==> config.mk <==
export PLATFORM = sky130hd
export DESIGN_NAME = mv_phase_sequencer
export DESIGN_NICKNAME = d
export VERILOG_FILES = /design/src/rtl/mv_phase_sequencer.sv
export SDC_FILE = /design/constraint.sdc
export NUM_CORES = 1
export LEC_CHECK = 0
export ABC_AREA = 1
export CAP_MARGIN = 20
export CELL_PAD_IN_SITES_DETAIL_PLACEMENT = 1
export CELL_PAD_IN_SITES_GLOBAL_PLACEMENT = 2
export CORE_AREA = 8 8 82 84
export DETAILED_ROUTE_END_ITERATION = 12
export DIE_AREA = 0 0 90 92
export GPL_TIMING_DRIVEN = 0
export PLACE_DENSITY = 0.77
export SLEW_MARGIN = 10
export SYNTH_ARGS = -nofsm -noshare
export SYNTH_HDL_FRONTEND = slang
export SYNTH_SLANG_ARGS = --single-unit
==> constraint.sdc <==
create_clock -name clk -period 1.5 [get_ports clk]
set_clock_uncertainty 0.1 [all_clocks]
set_input_delay 0.45 -clock clk [delete_from_list [all_inputs] [get_ports clk]]
set_output_delay 0.45 -clock clk [all_outputs]
set_load 0.01 [all_outputs]
==> src/rtl/mv_phase_sequencer.sv <==
// Sequences the mXv and vXv compute units through guarded iterations until convergence or an iteration limit.
// Outputs are decoded from registered state only; a finish pulse arriving in the wrong phase is dropped and flagged.
module mv_phase_sequencer #(
    parameter int STARTUP_CYC = 2,
    parameter int GAP_CYC     = 4,
    parameter int ITER_W      = 16,
    parameter int MAX_ITER    = 0
) (
    input  logic              clk,
    input  logic              reset,
    input  logic              start,
    input  logic              mxv_finish,
    input  logic              vxv_finish,
    input  logic              converged,
    output logic              mxv_run,
    output logic              vxv_run,
    output logic              busy,
    output logic              halt,
    output logic [ITER_W-1:0] iter_count,
    output logic              protocol_err
);

    localparam int CNT_MAX = (STARTUP_CYC > GAP_CYC) ? STARTUP_CYC : GAP_CYC;
    localparam int CNT_W   = (CNT_MAX > 1) ? $clog2(CNT_MAX) : 1;

    localparam logic [CNT_W-1:0]  START_LOAD = CNT_W'(STARTUP_CYC - 1);
    localparam logic [CNT_W-1:0]  GAP_LOAD   = CNT_W'(GAP_CYC - 1);
    localparam logic [ITER_W-1:0] ITER_LIM   = ITER_W'(MAX_ITER);

    typedef enum logic [2:0] {
        IDLE,
        STARTUP,
        MXV,
        GAP1,
        VXV,
        GAP2,
        DONE
    } state_t;

    state_t            state;
    state_t            state_nxt;
    logic [CNT_W-1:0]  cnt;
    logic [CNT_W-1:0]  cnt_nxt;
    logic [ITER_W-1:0] iter_nxt;
    logic [ITER_W-1:0] iter_inc;
    logic              err_nxt;
    logic              conv_latch;
    logic              conv_nxt;
    logic              err_set;

    assign iter_inc = iter_count + ITER_W'(1);

    // A finish is only meaningful in its own phase; anything else is a protocol violation.
    assign err_set = (mxv_finish && (state != MXV)) || (vxv_finish && (state != VXV));

    always_comb begin
        state_nxt = state;
        cnt_nxt   = cnt;
        iter_nxt  = iter_count;
        err_nxt   = protocol_err | err_set;
        conv_nxt  = conv_latch;

        case (state)
            IDLE, DONE: begin
                if (start) begin
                    state_nxt = STARTUP;
                    cnt_nxt   = START_LOAD;
                    iter_nxt  = '0;
                    err_nxt   = 1'b0;
                    conv_nxt  = 1'b0;
                end
            end
            STARTUP: begin
                if (cnt == '0) begin
                    state_nxt = MXV;
                end else begin
                    cnt_nxt = cnt - CNT_W'(1);
                end
            end
            MXV: begin
                if (mxv_finish) begin
                    state_nxt = GAP1;
                    cnt_nxt   = GAP_LOAD;
                end
            end
            GAP1: begin
                if (cnt == '0) begin
                    state_nxt = VXV;
                end else begin
                    cnt_nxt = cnt - CNT_W'(1);
                end
            end
            VXV: begin
                if (vxv_finish) begin
                    state_nxt = GAP2;
                    cnt_nxt   = GAP_LOAD;
                    conv_nxt  = converged;
                end
            end
            GAP2: begin
                if (cnt == '0) begin
                    iter_nxt = iter_inc;
                    // The limit compares against the post-increment count so MAX_ITER=1 stops after one pass.
                    if (conv_latch || ((MAX_ITER != 0) && (iter_inc == ITER_LIM))) begin
                        state_nxt = DONE;
                    end else begin
                        state_nxt = MXV;
                    end
                end else begin
                    cnt_nxt = cnt - CNT_W'(1);
                end
            end
            default: begin
                state_nxt = IDLE;
            end
        endcase
    end

    always_ff @(posedge clk) begin
        if (!reset) begin
            state        <= IDLE;
            cnt          <= '0;
            iter_count   <= '0;
            protocol_err <= 1'b0;
            conv_latch   <= 1'b0;
        end else begin
            state        <= state_nxt;
            cnt          <= cnt_nxt;
            iter_count   <= iter_nxt;
            protocol_err <= err_nxt;
            conv_latch   <= conv_nxt;
        end
    end

    assign mxv_run = (state == MXV);
    assign vxv_run = (state == VXV);
    assign busy    = (state != IDLE) && (state != DONE);
    assign halt    = (state == DONE);

endmodule

==> results by group <==
Place
  • Buffers on Ports: 26
  • DP Area: 1760 um^2
  • Setup WS pre-CTS: -0.618 ns
  • Gp weighted congestion: 0.782
  • DP HPWL: 3150 um
  • Placed Cells: 316

Synthesis
  • Number of flops mapped to enable cells by yosys: 0
  • Yosys reg bits: 23
  • Synth warnings: 0
  • Syn Nets: around 230
  • Mapped cell area: 1410 um^2
  • Synth unique cells: 25
  • Most used flip-flop cell after synthesis: dfxtp_1
  • Seq/Total Area, Yosys: 32.7%
  • Synth Instances: 218
  • Mean Syn Cell Area: between 6 and 7 um^2
  • Ys async rst share: 0%

Timing
  • Slew @ Worst Pin: 0.261 ns
  • Post-layout min period: 1.69 ns
  • Sum Neg Setup Slack: -2.27 ns
  • Final setup margin: -0.187 ns
  • RSZ-0062 raised after global routing: yes
  • Slew Limit Headroom: 82.5%
  • Final setup violation count: 23
  • Max Fclk: 593 MHz
  • Final worst-path cycle share: 112%
  • Final hold violations: 0
  • Slew Viols, Final: 0
  • Worst Hold Slack: 0.381 ns

Clock tree
  • Clk buf depth: 2
  • Root Driver: clkbuf_8
  • H-tree depth: 1
  • Cts-stage hold buffer count: 0
  • Sink Count: 23
  • Total CTS buffers: 3
  • TritonCTS clock tree: built
  • Reg clk slew, reported paths: ~0.090 ns
  • Worst-Skew Late Latency: 0.27 ns

Global route
  • Most used routing layer: met2
  • Total Routing Usage GR: 11.7%
  • Vias in the first global route: 1646
  • Met3 GRT Util: roughly 2.7%
  • Initial antenna violation count: 0
  • Largest net degree at the start of global routing: 13
  • Met1 Resource Use GR: 12.7%
  • First-pass GRT wire length: roughly 8000 um
  • Gr ovfl total: 0
  • Met2 GRT Util: 22.2%

Drt
  • Vias: 1582
  • Drt total wl: 4880 um
  • 1st-pass router iterations: 4
  • Vias per inst: about 4.6
  • Initial DRC count: 26
  • Routed Antenna Nets: 0
  • Residual DRC: 0
  • Detailed-route wire length per cell: 14.3 um

Power
  • Max IR drop VDD: around 770 uV
  • Net switching power: 1.44 mW
  • Pleak: 0.926 nW
  • Sequential Power Share: between 20 and 30%
  • Power Total: 3.27 mW
  • Clk pwr share: ~13%
  • Internal: 1.83 mW
  • Sw Ratio: 44.1%
  • Cell area power density: 1450 nW/um^2
  • Comb power frac: 62.3%

Floorplanning
  • Die H: 92 um
  • Boundary Pins: 27
  • Starting Density: between 20% and 30%
  • Die ar.: 8280 um^2
  • Core footprint: roughly 5400 um^2
  • Row count: 27
  • Die X: 90 um

Finish
  • Design area: 2250 um^2
  • Finished Layout Cells: 341
  • Final Core Density: 41.7%
  • Diodes inserted: 0
  • Area growth, synth to finish: 59.9%
  • Layout cells sized above 1: 44.2%
  • Total Nets Final: 278

Critical path
  • Critical Path RT: roughly 0.95 ns
  • Critical path class: reg2out
  • CP delay by family, top: flip-flops
  • Worst reg2reg path depth: 11
  • Flop2flop setup slack: -0.13 ns
  • CP endpoint kind: output port
  • CP Cell Sequence: nor2_4, nand2_4, nand2_4, inv_4, buf_6
  • Worst setup SP type: flip-flop
  • Reg2reg end: iter_count[6]
  • Crit path capture: busy
  • RR Startpoint: state[2]
  • CP startpoint: state[0]
  • Crit. path cell count: 5
  • CP max FO: 6
  • Buffers & Inverters on Critical Path: 2
  • Critical path's slowest cell: dfxtp_4
  • Most frequent CP cell: nand2_4
  • Worst Path Arrival: 1.14 ns
  • Crit-path max cell delay: 0.40 ns

Job
  • Max Cap Viol: 0

Min path
  • Hold crit path type: reg2reg
  • Hold Crit Depth: 2

Outcome
  • Run status: finished with violations
  • Violated checks: setup timing
worst reg2reg max path: stages, from the launching register on:
cell     delay [ns]
dfxtp_2        0.32
buf_6          0.13
buf_4          0.15
nand3_4        0.12
inv_2          0.07
nand2_4        0.09
nand2_4        0.06
nor2_4         0.17
buf_6          0.17
nand3_2        0.06
nand2_1        0.06
nor2_1         0.04
cell usage after synthesis, types with 2 or more instances:
master	n	share of area [%]
nand2_4	4	3.2
nor2_1	36	9.6
o21ai_0	3	1.1
buf_6	3	2.4
nand2_1	57	15
nand3_2	3	2.1
a21oi_1	18	6.4
nand3b_1	3	1.6
nand4_1	5	2.2
inv_2	4	1.1
ha_1	2	1.8
xor2_1	2	1.2
nand3_1	22	7.8
dfxtp_1	23	33
inv_1	23	6.1
cell type report:
class                           instances  area, um^2
Buffer                                  4        45.0
Clock buffer                            4        45.0
Fill cell                             677        3150
Inverter                               28         120
Multi-Input combinational cell        162        1000
Sequential cell                        23         503
Tap cell                               72        90.1
Timing Repair Buffer                   48         445
placed cells by master (no fill, tap or decap), drive strengths merged, types with 2 or more instances in the layout:
cell           synthesis  routed
ha                     2       2
a21oi                 18      18
clkdlybuf4s50          0       3
nand4                  5       5
nor2                  38      38
dfxtp                 23      23
clkdlybuf4s15          0      13
inv                   27      27
xor2                   2       2
o21ai                  3       3
dlygate4sd2            0       4
clkbuf                 0       6
nand2                 62      62
nand3b                 3       3
nand3                 26      26
buf                    5      30
worst min path at each step:
stage,from,to,slack [ns]
6_report,cnt[0],cnt[0],0.38
5_1_grt,conv_latch,conv_latch,0.40
4_1_cts,cnt[0],cnt[0],0.39
3_5_place_dp,cnt[0],cnt[0],0.38
3_3_place_gp,conv_latch,conv_latch,0.36
2_1_floorplan,conv_latch,conv_latch,0.34
layer usage:
metal	part of all wire [%]	vias to the layer above
li1	-	795
met2	53	25
met1	42	756
met4	1.7	0
met3	3.2	6
met5	0	-
state kept, by name, summed over array words and instances, names as in the netlist:
register / count
iter_count: 16
state: 3
protocol_err: 1
conv_latch: 1
cnt: 2
logic make-up (layout without fill, tap and decap cells):
family	Yosys count	after routing	share of synthesized area, %
xor+xnor	2	2	1.24
buf+inv	33	84	10.7
compound gates	22	22	8.08
fa+ha+maj	2	2	1.78
simple gates	136	136	45.5
flops	23	23	32.7
repair_timing:
| action | 4_1_cts | 5_1_grt |
|---|---|---|
| cloned | 3 | 0 |
| gates resized for setup | 106 | 62 |
| pin swaps | 20 | 26 |
| buffers inserted | 19 | 2 |
| setup endpoints to repair | 40 | 38 |
power by group through the flow:
stage	combinational [mW]	sequential [mW]	clock [mW]
2_1_floorplan	0.885	0.771	0
3_3_place_gp	1.26	0.772	0
3_5_place_dp	1.26	0.773	0
4_1_cts	1.85	0.775	0.432
5_1_grt	2.22	0.834	0.452
6_report	2.04	0.818	0.416
No activity file was read; power rests on OpenSTA's default activity.
